$ cat src/rtl/romulator_pkg.sv
// Shared definitions for the romulator capture stages: controller states,
// default video window geometry and the window-hit helper.
package romulator_pkg;

    typedef enum logic [0:0] {
        ST_IDLE  = 1'b0,
        ST_CLEAR = 1'b1
    } cap_state_e;

    localparam logic [15:0] VRAM_BASE_DEF = 16'h8000;
    localparam int          SIZE_40_DEF   = 1000;
    localparam int          SIZE_80_DEF   = 2000;

    // 17-bit compare so a window near FFFF never wraps back to low memory
    function automatic logic in_window(input logic [15:0] addr,
                                       input logic [15:0] base,
                                       input logic [16:0] size);
        logic [16:0] a_s;
        logic [16:0] lo_s;
        a_s  = {1'b0, addr};
        lo_s = {1'b0, base};
        return (a_s >= lo_s) && (a_s < (lo_s + size));
    endfunction

endpackage

$ cat src/rtl/sync_fifo.sv
// Small single-clock FIFO with flush; a push while full is accepted only
// when a pop or flush frees a slot in the same cycle.
module sync_fifo #(
    parameter int WIDTH = 8,
    parameter int DEPTH = 4
) (
    input  logic             fpga_clk,
    input  logic             fpga_reset,
    input  logic             push,
    input  logic             pop,
    input  logic             flush,
    input  logic [WIDTH-1:0] din,
    output logic [WIDTH-1:0] dout,
    output logic             full,
    output logic             empty
);
    localparam int AW = $clog2(DEPTH);

    logic [WIDTH-1:0] mem_r [DEPTH];
    logic [AW-1:0]    wr_ptr_r;
    logic [AW-1:0]    rd_ptr_r;
    logic [AW:0]      count_r;
    logic             do_push_s;
    logic             do_pop_s;

    assign full      = (count_r == (AW+1)'(DEPTH));
    assign empty     = (count_r == '0);
    assign do_push_s = push & (~full | pop | flush);
    assign do_pop_s  = pop & ~empty & ~flush;
    assign dout      = mem_r[rd_ptr_r];

    // Pointer and occupancy bookkeeping
    always_ff @(posedge fpga_clk or posedge fpga_reset) begin
        if (fpga_reset) begin
            wr_ptr_r <= '0;
            rd_ptr_r <= '0;
            count_r  <= '0;
        end else if (flush) begin
            rd_ptr_r <= '0;
            wr_ptr_r <= do_push_s ? AW'(1) : '0;
            count_r  <= do_push_s ? (AW+1)'(1) : '0;
        end else begin
            if (do_push_s) wr_ptr_r <= wr_ptr_r + AW'(1);
            if (do_pop_s)  rd_ptr_r <= rd_ptr_r + AW'(1);
            case ({do_push_s, do_pop_s})
                2'b10:   count_r <= count_r + (AW+1)'(1);
                2'b01:   count_r <= count_r - (AW+1)'(1);
                default: count_r <= count_r;
            endcase
        end
    end

    // Storage; a push during flush lands in slot 0 as the new head
    always_ff @(posedge fpga_clk) begin
        if (do_push_s) mem_r[flush ? '0 : wr_ptr_r] <= din;
    end

endmodule

$ cat src/rtl/vram_capture.sv
// Snoops CPU writes into the video window, queues them and replays them into
// the video RAM write port; also runs a whole-window zero-fill engine.
module vram_capture
    import romulator_pkg::*;
#(
    parameter logic [15:0] VRAM_BASE  = VRAM_BASE_DEF,
    parameter int          VRAM_AW    = 11,
    parameter int          FIFO_DEPTH = 4,
    parameter int          SIZE_40    = SIZE_40_DEF,
    parameter int          SIZE_80    = SIZE_80_DEF
) (
    input  logic               fpga_clk,
    input  logic               fpga_reset,
    input  logic               cpu_phi2,
    input  logic [15:0]        cpu_address,
    input  logic [7:0]         cpu_data,
    input  logic               cpu_rwb,
    input  logic               halt,
    input  logic               cols80,
    input  logic               clear_request,
    output logic [VRAM_AW-1:0] vram_write_address,
    output logic [7:0]         vram_write_data,
    output logic               vram_we,
    output logic [VRAM_AW-1:0] vram_size,
    output logic               clear_busy,
    output logic               overflow,
    output logic [15:0]        capture_count
);
    localparam int EW = VRAM_AW + 8;

    logic               s1_r, s2_r, s3_r;
    logic [15:0]        addr_lat_r;
    logic [7:0]         data_lat_r;
    logic               rwb_lat_r;
    cap_state_e         state_r, state_n_s;
    logic [VRAM_AW-1:0] clr_ptr_r;
    logic [VRAM_AW-1:0] vram_size_r;
    logic               overflow_r;
    logic [15:0]        capture_count_r;
    logic [VRAM_AW-1:0] wr_addr_r;
    logic [7:0]         wr_data_r;
    logic               we_r;

    logic               fall_s, qualify_s, accept_s, drop_s;
    logic [15:0]        diff_s;
    logic [EW-1:0]      fifo_din_s, fifo_dout_s;
    logic               fifo_full_s, fifo_empty_s;
    logic               pop_s, flush_s;

    // phi2 synchroniser plus history flop for fall detection
    always_ff @(posedge fpga_clk or posedge fpga_reset) begin
        if (fpga_reset) begin
            s1_r <= 1'b0;
            s2_r <= 1'b0;
            s3_r <= 1'b0;
        end else begin
            s1_r <= cpu_phi2;
            s2_r <= s1_r;
            s3_r <= s2_r;
        end
    end

    // Bus is sampled while synchronised phi2 is high; the last sample wins
    always_ff @(posedge fpga_clk or posedge fpga_reset) begin
        if (fpga_reset) begin
            addr_lat_r <= 16'h0000;
            data_lat_r <= 8'h00;
            rwb_lat_r  <= 1'b1;
        end else if (s2_r) begin
            addr_lat_r <= cpu_address;
            data_lat_r <= cpu_data;
            rwb_lat_r  <= cpu_rwb;
        end
    end

    assign fall_s     = s3_r & ~s2_r;
    assign qualify_s  = fall_s & ~rwb_lat_r & ~halt
                      & in_window(addr_lat_r, VRAM_BASE, 17'(vram_size_r));
    assign diff_s     = addr_lat_r - VRAM_BASE;
    assign fifo_din_s = {diff_s[VRAM_AW-1:0], data_lat_r};
    assign accept_s   = qualify_s & (~fifo_full_s | pop_s | flush_s);
    assign drop_s     = qualify_s & ~accept_s;

    sync_fifo #(
        .WIDTH (EW),
        .DEPTH (FIFO_DEPTH)
    ) u_fifo (
        .fpga_clk   (fpga_clk),
        .fpga_reset (fpga_reset),
        .push       (qualify_s),
        .pop        (pop_s),
        .flush      (flush_s),
        .din        (fifo_din_s),
        .dout       (fifo_dout_s),
        .full       (fifo_full_s),
        .empty      (fifo_empty_s)
    );

    // Controller state register
    always_ff @(posedge fpga_clk or posedge fpga_reset) begin
        if (fpga_reset) state_r <= ST_IDLE;
        else            state_r <= state_n_s;
    end

    // Next state and FIFO control; a clear request beats a pop
    always_comb begin
        state_n_s = state_r;
        pop_s     = 1'b0;
        flush_s   = 1'b0;
        case (state_r)
            ST_IDLE: begin
                if (clear_request) begin
                    flush_s   = 1'b1;
                    state_n_s = ST_CLEAR;
                end else if (!fifo_empty_s) begin
                    pop_s = 1'b1;
                end else begin
                    pop_s = 1'b0;
                end
            end
            ST_CLEAR: begin
                if (clr_ptr_r == vram_size_r) state_n_s = ST_IDLE;
                else                          state_n_s = ST_CLEAR;
            end
            default: state_n_s = ST_IDLE;
        endcase
    end

    // Write port: the zero at address 0 is issued with the request so the
    // zero-write strobes line up exactly with clear_busy
    always_ff @(posedge fpga_clk or posedge fpga_reset) begin
        if (fpga_reset) begin
            we_r      <= 1'b0;
            wr_addr_r <= '0;
            wr_data_r <= 8'h00;
            clr_ptr_r <= '0;
        end else begin
            case (state_r)
                ST_IDLE: begin
                    if (clear_request) begin
                        we_r      <= 1'b1;
                        wr_addr_r <= '0;
                        wr_data_r <= 8'h00;
                        clr_ptr_r <= VRAM_AW'(1);
                    end else if (!fifo_empty_s) begin
                        we_r      <= 1'b1;
                        wr_addr_r <= fifo_dout_s[EW-1:8];
                        wr_data_r <= fifo_dout_s[7:0];
                    end else begin
                        we_r <= 1'b0;
                    end
                end
                ST_CLEAR: begin
                    if (clr_ptr_r == vram_size_r) begin
                        we_r <= 1'b0;
                    end else begin
                        we_r      <= 1'b1;
                        wr_addr_r <= clr_ptr_r;
                        wr_data_r <= 8'h00;
                        clr_ptr_r <= clr_ptr_r + VRAM_AW'(1);
                    end
                end
                default: we_r <= 1'b0;
            endcase
        end
    end

    // Window size tracks cols80 only while idle so a clear sees a fixed size
    always_ff @(posedge fpga_clk or posedge fpga_reset) begin
        if (fpga_reset)              vram_size_r <= VRAM_AW'(SIZE_40);
        else if (state_r == ST_IDLE) vram_size_r <= cols80 ? VRAM_AW'(SIZE_80) : VRAM_AW'(SIZE_40);
    end

    // Sticky overflow and accepted-capture counter
    always_ff @(posedge fpga_clk or posedge fpga_reset) begin
        if (fpga_reset) begin
            overflow_r      <= 1'b0;
            capture_count_r <= 16'h0000;
        end else begin
            if (state_r == ST_IDLE && clear_request) overflow_r <= 1'b0;
            else if (drop_s)                         overflow_r <= 1'b1;
            if (accept_s) capture_count_r <= capture_count_r + 16'h0001;
        end
    end

    assign vram_write_address = wr_addr_r;
    assign vram_write_data    = wr_data_r;
    assign vram_we            = we_r;
    assign vram_size          = vram_size_r;
    assign clear_busy         = (state_r == ST_CLEAR);
    assign overflow           = overflow_r;
    assign capture_count      = capture_count_r;

endmodule

$ cat config.mk
export PLATFORM = sky130hd
export DESIGN_NAME = vram_capture
export DESIGN_NICKNAME = d
export VERILOG_FILES = /design/src/rtl/romulator_pkg.sv /design/src/rtl/sync_fifo.sv /design/src/rtl/vram_capture.sv
export SDC_FILE = /design/constraint.sdc
export NUM_CORES = 1
export LEC_CHECK = 0
export BUFFER_PORTS_ARGS = -buffer_cell sky130_fd_sc_hd__buf_2
export CAP_MARGIN = 20
export CORE_MARGIN = 2
export CORE_UTILIZATION = 45
export DETAILED_ROUTE_END_ITERATION = 12
export PLACE_DENSITY = 0.67
export SYNTH_ARGS = -nofsm -noshare
export SYNTH_HDL_FRONTEND = slang
export SYNTH_SLANG_ARGS = --single-unit
export TNS_END_PERCENT = 20
$ cat constraint.sdc
create_clock -name fpga_clk -period 4.4 [get_ports fpga_clk]
set_clock_uncertainty 0.05 [all_clocks]
set_input_delay 0.22 -clock fpga_clk [delete_from_list [all_inputs] [get_ports fpga_clk]]
set_output_delay 0.22 -clock fpga_clk [all_outputs]
set_load 0.02 [all_outputs]
==> key figures <==
Routing
  • Via-per-instance ratio: around 5.3
  • Total wire length: ~13 mm
  • Pre-Repair DR Iteration Count: 5
  • Routed Antenna Nets: 0
  • Iter 0 DRT Violations: 334
  • Via count: ~4,100
  • DRC: 0
  • DR WL/cell: 17.4 um

Critical path
  • Slowest CP cell: o41ai_1
  • CP arrival: approximately 3700 ps
  • Top cell by count, worst path: inv_1
  • Max incr delay on CP: 790 ps
  • WS Path Type: flip-flop to flip-flop
  • Crit path max fanout: 12
  • Critical path, cell by cell: inv_1, ha_1, a21o_1, a31oi_1, o41ai_1, nor2_2, nor3_1, fa_1, inv_1, o31a_1, o21ai_1, nand3_1
  • R2r setup slk: around 940 ps
  • Crit path required time: roughly 4600 ps
  • CP startpoint kind: flip-flop
  • Crit. End Element: flip-flop

Clock network
  • Clock sink count: between 150 and 200
  • Htree depth: 4
  • Clk slew on worst S/H paths: roughly 60 ps
  • Post-CTS resize count: 0
  • Worst-Skew Late Latency: slightly above 400 ps
  • Root Buffer: clkbuf_16
  • CTS tree: built
  • Maximum clock insertion buffer count: 2
  • Clock buffer count from CTS: 17

Finish
  • Register area: between 0.004 and 0.005 mm^2
  • Fillers: between 1,000 and 1,500
  • Final core utilization: 0.558
  • Final nets: a little over 600
  • Area occupied by multi-input gates: approximately 0.0021 mm^2
  • Share of cells above drive strength 1: 0.299
  • Diode count: 0
  • Area Overhead vs Synth: 21.1%

Floorplan
  • FP Rows: between 40 and 50
  • Chip height: 126 um
  • Die area: 0.0159 mm^2
  • Die X: around 130 um
  • Core ar.: between 0.01 and 0.015 mm^2
  • Initial Util: 0.461
  • I/O pin count: 80

Logic synthesis
  • Synth area leader: edfxtp_1
  • Post-synth top cells: 84 x dfrtp_1, 76 x edfxtp_1, 28 x nor2_1
  • Syn_area_per_cell: between 10 and 15 um^2
  • Yosys reg bits: between 150 and 200
  • FFs w/ async S/R, synth: 0.531
  • Seq/Total Area, Yosys: 0.660
  • Post-synth EDFFs: 76
  • Main area contributors after synthesis: edfxtp_1 34%, dfrtp_1 31%, mux4_2 6.4%
  • Mapped cell area: between 0.006 and 0.007 mm^2
  • Yosys warning count: 0
  • Mapped Cells: ~470
  • Post-synth cell types: 52
  • Main synth FF type: dfrtp_1
  • Area share of the leading cell type in the synthesized netlist: 0.340
  • Most instantiated library cell after synthesis: dfrtp_1

Power and ir drop
  • Maximum VDD drop: 323 uV
  • Power Density: approximately 470 mW/mm^2
  • Lkg Pwr: approximately 3.3 nW

Timing
  • Final Hold Viols: 0
  • Final TNS setup: 0 ps
  • Tcrit/Tclk final: 0.786
  • Peak Freq: approximately 0.29 GHz
  • Pins Over Slew Limit: 0
  • # setup viols final: 0
  • Worst rel slew slack: 0.312
  • RSZ-0062 raised after global routing: false
  • Slew at the pin closest to its max-slew limit: a little over 1000 ps
  • Final min period: 3460 ps

Global routing
  • Initial antenna violation count: 0
  • Gr usage total: 0.175
  • Vias in the first global route: about 4,000
  • First-pass GRT wire length: 21.5 mm
  • Grt ovf: 0
  • Largest net degree at the start of global routing: 51

Placed design
  • Final HPWL DP: between 8 and 9 mm
  • Port Buffers: 72
  • RD Place Congestion: approximately 0.86

Flow run
  • Max-capacitance violation count: 0

Run status
  • Status: finished, final reports clean

Hold path
  • Hold crit path type: primary input to flip-flop
-- layout by cell type (no fill, tap or decap), types with 3 or more instances in the layout --
master          n
nor3_1         11
o21ai_0        13
nand2_1        22
clkinv_2        4
nand2b_1        3
conb_1          7
dfrtp_1        84
xnor2_1        11
o31ai_1         3
a21o_1          3
nand4_1         7
xor2_1         11
and3_1          4
nand3_1        25
edfxtp_1       76
a22oi_1        11
dlygate4sd3_1  26
bufinv_16       3
mux2i_1         4
buf_4          10
clkbuf_8        3
clkbuf_1        3
buf_2          72
inv_1          15
mux4_2         19
nor3_2          4
a21oi_1        15
clkbuf_16      17
nor2_1         28
ha_1            6
mux2_2         26
-- final timing paths --
path                                 from                     to  cells past startpoint
setup / recovery             vram_size[5]      u_fifo.count_r[2]                     12
hold / removal             cpu_address[4]          addr_lat_r[4]                      2
setup reg to reg             vram_size[5]      u_fifo.count_r[2]                     12
hold reg to reg                      s1_r                   s2_r                      0
max in group asynchronous      fpga_reset  vram_write_address[7]                      4
min in group asynchronous      fpga_reset         addr_lat_r[15]                      3
-- cell families after synthesis --
group / Yosys count / share of synthesized area
AOI/OAI and AO/OA: 57 / 0.0534
adders and majority gates: 7 / 0.0141
other: 2 / 0.00112
xor gates and xnor gates: 22 / 0.0287
DFF: 162 / 0.660
and+or+nand+nor: 121 / 0.0940
buffers and inverters: 47 / 0.0354
muxes: 49 / 0.113
-- report_power, final --
part           leakage, nW  switching [W]  internal, W
sequential            1.75       0.000138      0.00171
clock                0.293       0.000556     0.000936
combinational         1.29       0.000234     0.000216
-- metrics by stage --
stage	setup slack (ps)	cell area (um^2)	power, W	instances	hold WS (ps)
after floorplan	645	6740	0.00215	472	201
final	943	8140	0.00379	766	26.1
after detailed placement	939	7240	0.00230	707	287
after global routing	696	8140	0.00395	766	7.00
after CTS	927	8110	0.00381	765	4.96
after global placement	1090	7240	0.00228	707	278
-- registers in the layout, summed over array words and instances (netlist names), 2 cells and up --
name                flops
addr_lat_r             16
vram_write_data         8
u_fifo.mem_r           76
clr_ptr_r              11
capture_count          16
data_lat_r              8
vram_size               2
u_fifo.wr_ptr_r         2
vram_write_address     11
u_fifo.rd_ptr_r         2
u_fifo.count_r          3
-- area by class of cell --
type | count | area share
flip-flops and latches | 162 | 0.545
multi-input cells | 263 | 0.256
repair buffers | 109 | 0.0889
clock buffers | 23 | 0.0587
well taps | 184 | 0.0283
clock inverters | 9 | 0.0158
inverters | 16 | 0.00753
-- metal layers --
metal  global-route usage  routed length, um
met4               0.0491                136
met3               0.0433                562
met2                0.279               6660
met5                    0                  0
met1                0.243               6010
-- worst max-delay path, delay by kind of cell (launching register included) --
kind / cells / cell delay [ps]
compound gates: 5 / 1370
simple gates: 3 / 640
buf+inv: 2 / 130
fa+ha+maj: 2 / 560
flops: 1 / 590
-- timing repair --
| action | CTS | global route |
|---|---|---|
| hold endpoints to repair | 60 | 0 |
| hold buffers | 26 | 0 |
| buffers inserted | 0 | 0 |
Note: power is estimated with default switching activity, not from simulation.
